### src/rtl/adder_lin_pkg.sv
// Shared widths and types for the eight-operand linear adder.
// Stage widths are derived from the exact worst-case partial sum of each chain position.
package adder_lin_pkg;

  localparam int WIDTH   = 7;
  localparam int NUM_OPS = 8;
  localparam int SUM_W   = 10;
  localparam int OUT_W   = 8;

  typedef logic [WIDTH-1:0]                operand_t;
  typedef logic [NUM_OPS-1:0][WIDTH-1:0]   ops_t;

  // Bits needed for the partial sum after chain stage k (stage 0 adds two operands plus ci).
  function automatic int part_w(input int k);
    int max_val;
    max_val = (k + 2) * ((1 << WIDTH) - 1) + 1;
    return $clog2(max_val + 1);
  endfunction

endpackage

### src/rtl/adder_lin_stage.sv
// One ripple-carry adder stage of the linear chain: s_o = a_i + b_i + ci_i at S_W bits.
// S_W must be wide enough for the exact sum; the carry out of the top bit is never produced.
module adder_lin_stage #(
  parameter int A_W = 7,
  parameter int B_W = 7,
  parameter int S_W = 8
) (
  input  logic [A_W-1:0] a_i,
  input  logic [B_W-1:0] b_i,
  input  logic           ci_i,
  output logic [S_W-1:0] s_o
);

  logic [S_W-1:0] a_x;
  logic [S_W-1:0] b_x;

  assign a_x = S_W'(a_i);
  assign b_x = S_W'(b_i);

  always_comb begin
    logic carry;
    s_o   = '0;
    carry = ci_i;
    for (int i = 0; i < S_W; i++) begin
      s_o[i] = a_x[i] ^ b_x[i] ^ carry;
      carry  = (a_x[i] & b_x[i]) | (carry & (a_x[i] ^ b_x[i]));
    end
  end

endmodule

### src/rtl/adder_lin.sv
// Eight-operand linear adder with carry-in; registered {co,s} = total mod 256.
// Optional macro ADDER_LIN_OVF_EN adds a registered ovf output (total > 255).
module adder_lin
  import adder_lin_pkg::*;
(
  input  logic             clk,
  input  logic             rst,
  input  logic [WIDTH-1:0] a,
  input  logic [WIDTH-1:0] b,
  input  logic [WIDTH-1:0] c,
  input  logic [WIDTH-1:0] d,
  input  logic [WIDTH-1:0] e,
  input  logic [WIDTH-1:0] f,
  input  logic [WIDTH-1:0] g,
  input  logic [WIDTH-1:0] h,
  input  logic             ci,
  output logic [WIDTH-1:0] s,
  output logic             co
`ifdef ADDER_LIN_OVF_EN
  ,
  output logic             ovf
`endif
);

  ops_t             ops;
  logic [SUM_W-1:0] part [NUM_OPS-1];
  logic [SUM_W-1:0] total;
  logic [OUT_W-1:0] res_d;
  logic [OUT_W-1:0] res_q;

  assign ops = {h, g, f, e, d, c, b, a};

  // Stage 0 is the only one that consumes the external carry-in.
  localparam int S0_W = part_w(0);
  logic [S0_W-1:0] sum0;

  adder_lin_stage #(.A_W(WIDTH), .B_W(WIDTH), .S_W(S0_W)) u_stage0 (
    .a_i  (ops[0]),
    .b_i  (ops[1]),
    .ci_i (ci),
    .s_o  (sum0)
  );

  assign part[0] = SUM_W'(sum0);

  for (genvar k = 1; k < NUM_OPS - 1; k++) begin : g_chain
    localparam int IN_W  = part_w(k - 1);
    localparam int OUT_SW = part_w(k);
    logic [OUT_SW-1:0] sum_k;

    adder_lin_stage #(.A_W(IN_W), .B_W(WIDTH), .S_W(OUT_SW)) u_stage (
      .a_i  (part[k-1][IN_W-1:0]),
      .b_i  (ops[k+1]),
      .ci_i (1'b0),
      .s_o  (sum_k)
    );

    assign part[k] = SUM_W'(sum_k);
  end

  assign total = part[NUM_OPS-2];
  assign res_d = total[OUT_W-1:0];

  always_ff @(posedge clk) begin
    if (rst) res_q <= '0;
    else     res_q <= res_d;
  end

  assign s  = res_q[WIDTH-1:0];
  assign co = res_q[OUT_W-1];

`ifdef ADDER_LIN_OVF_EN
  logic ovf_d;
  logic ovf_q;

  assign ovf_d = |total[SUM_W-1:OUT_W];

  always_ff @(posedge clk) begin
    if (rst) ovf_q <= 1'b0;
    else     ovf_q <= ovf_d;
  end

  assign ovf = ovf_q;
`endif

endmodule

### config.mk
export PLATFORM = sky130hd
export DESIGN_NAME = adder_lin
export DESIGN_NICKNAME = d
export VERILOG_FILES = /design/src/rtl/adder_lin_pkg.sv /design/src/rtl/adder_lin_stage.sv /design/src/rtl/adder_lin.sv
export SDC_FILE = /design/constraint.sdc
export NUM_CORES = 1
export LEC_CHECK = 0
export ABC_AREA = 0
export CORE_ASPECT_RATIO = 2
export CORE_MARGIN = 10
export CORE_UTILIZATION = 39
export CTS_BUF_LIST = sky130_fd_sc_hd__clkbuf_4
export CTS_CLUSTER_SIZE = 20
export DETAILED_ROUTE_END_ITERATION = 7
export HOLD_SLACK_MARGIN = 0.05
export PLACE_DENSITY = 0.81
export SLEW_MARGIN = 20
export SYNTH_ARGS = -nofsm -noshare
export SYNTH_HDL_FRONTEND = slang
export SYNTH_HIERARCHICAL = 1
export SYNTH_SLANG_ARGS = --single-unit
export TNS_END_PERCENT = 5
### constraint.sdc
create_clock -name clk -period 9.2 [get_ports clk]
set_input_delay 2.76 -clock clk [delete_from_list [all_inputs] [get_ports clk]]
set_output_delay 2.76 -clock clk [all_outputs]
set_load 0.03 [all_outputs]
==> run metrics <==
clock slew at reported path FFs 0.05 ns; Period minus WS final 8.99 ns; Cell Area, Synth 1420 um2; I/O pin count 67; Top Usage Layer GRT met2; Min-Delay Endpoint res_q[7]; remaining global-route overflow 0; Gate Count Post-Synth 112; via count 988; Rows 31; CTS tree built; met3 Usage GRT 3.82%; M1 GR Usage 10.9%; Post-DRT Antenna Nets 0; floorplan core area 3570 um2; met2 usage 20.1%; max reg flops 8; Die H 105 um; critical path fanouts, max 1; number of global-route vias before repair 1268; Final Hold Vio Count 0; # nets final 302; largest net degree at the start of global routing 9; DR DRC count 0; Hold Path Depth 2; final WL 3210 um; max cap viols 0; routed vias/inst 4.20; Clock Tree Root clkbuf_4; Syn Area/Cell 12.7 um2; share of cells above drive strength 1 28.0%; Avg WL per Cell 13.7 um; H-tree levels 1; antenna violations before repair 0; clk sinks 8; drt pass-1 iters 2; RSZ-0062 raised after global routing no; critical path launch point type primary input; CTS max path bufs 2; final period utilization 97.8%; first-pass GRT wire length 5700 um; arrival time at the worst endpoint 9.13 ns; setup bufs post-CTS 0; CTS Buf Count 3; Slew Viols, Final 0; initial core utilization 39.8%; Max Clock Freq 0.111 GHz; crit end category flop; CP required 9.34 ns; endpoints failing setup 0; gr usage total 10.8%; Worst Hold Class primary input to flop; Synth Warn # 6; Largest regs res_q x8; ANT cells 0; outcome finished, final reports clean; Die Width 62.7 um; Setup CP Type primary input to flop; Port Buffers 66; starting DRC count in detailed routing 11; final core utilization 63.4%; hold path startpoint rst; most flop-heavy register res_q; RD Place Congestion 0.710; Area Growth Syn to Fin 59.2%; DIE AREA 6600 um2; Final HPWL DP 3060 um; number of hold buffers added after CTS 0
layout make-up:
cell class	count	area (um2)
Tap cell	49	61.3
Timing Repair Buffer	66	648
Multi-Input combinational cell	69	1220
Clock buffer	3	22.5
Fill cell	278	1310
Sequential cell	8	160
Inverter	40	150
layer usage:
layer  wire, um  vias up  share of wire, %
li1           -      437                 -
met1       1120      491                35
met2       1770       58                55
met3        310        2               9.7
met4         16        0              0.50
met5          0        -                 0
worst max path at each step:
stage	startpoint	endpoint	slack, ns	cells past startpoint
floorplan	a[0]	res_q[7]	0.003	25
global placement	a[0]	res_q[7]	-0.56	24
detailed placement	a[0]	res_q[7]	-0.68	24
CTS	b[0]	res_q[7]	0.04	30
global route	b[1]	res_q[7]	0.002	25
finish	b[1]	res_q[7]	0.21	25
placed cells by master (no fill, tap or decap):
master           instances
fa_2                    28
clkbuf_2                 2
dfxtp_1                  8
nor2b_1                  7
ha_1                     5
clkbuf_4                 3
inv_2                   16
nor2b_4                  1
conb_1                   6
fa_1                    21
inv_1                   24
dlymetal6s2s_1           1
buf_2                    1
ha_4                     1
clkdlybuf4s50_1         62
per-stage QoR:
stage	instance area (um2)	std cells	hold WS (ns)	setup slack, ns	TNS, ns
2_1_floorplan	1450	117	2.83	0.00339	0
3_3_place_gp	2180	232	3.48	-0.559	-0.921
3_5_place_dp	2180	232	3.50	-0.683	-1.24
4_1_cts	2240	235	3.23	0.0435	0
5_1_grt	2260	235	3.28	0.00209	0
6_report	2260	235	3.28	0.206	0
worst max-delay path, cell delays in order:
cell and delay (ns):
clkdlybuf4s50_1 0.45, inv_1 0.05, fa_1 0.45, inv_1 0.07
inv_2 0.04, fa_1 0.49, inv_1 0.04, inv_2 0.05
fa_2 0.43, inv_2 0.06, inv_2 0.03, fa_2 0.51
inv_2 0.03, inv_2 0.05, fa_2 0.20, inv_2 0.04
fa_2 0.39, fa_2 0.39, fa_2 0.36, fa_2 0.40
fa_1 0.57, fa_1 0.46, fa_2 0.43, ha_4 0.24
nor2b_4 0.11
what timing repair did:
action / 4_1_cts / 5_1_grt
endpoints found under the setup margin: 2 / 2
pin swaps: 21 / 27
resized for setup: 25 / 27
Power is not shown: default switching activity piles up to over one toggle a cycle in this logic, so the estimate is an artifact.
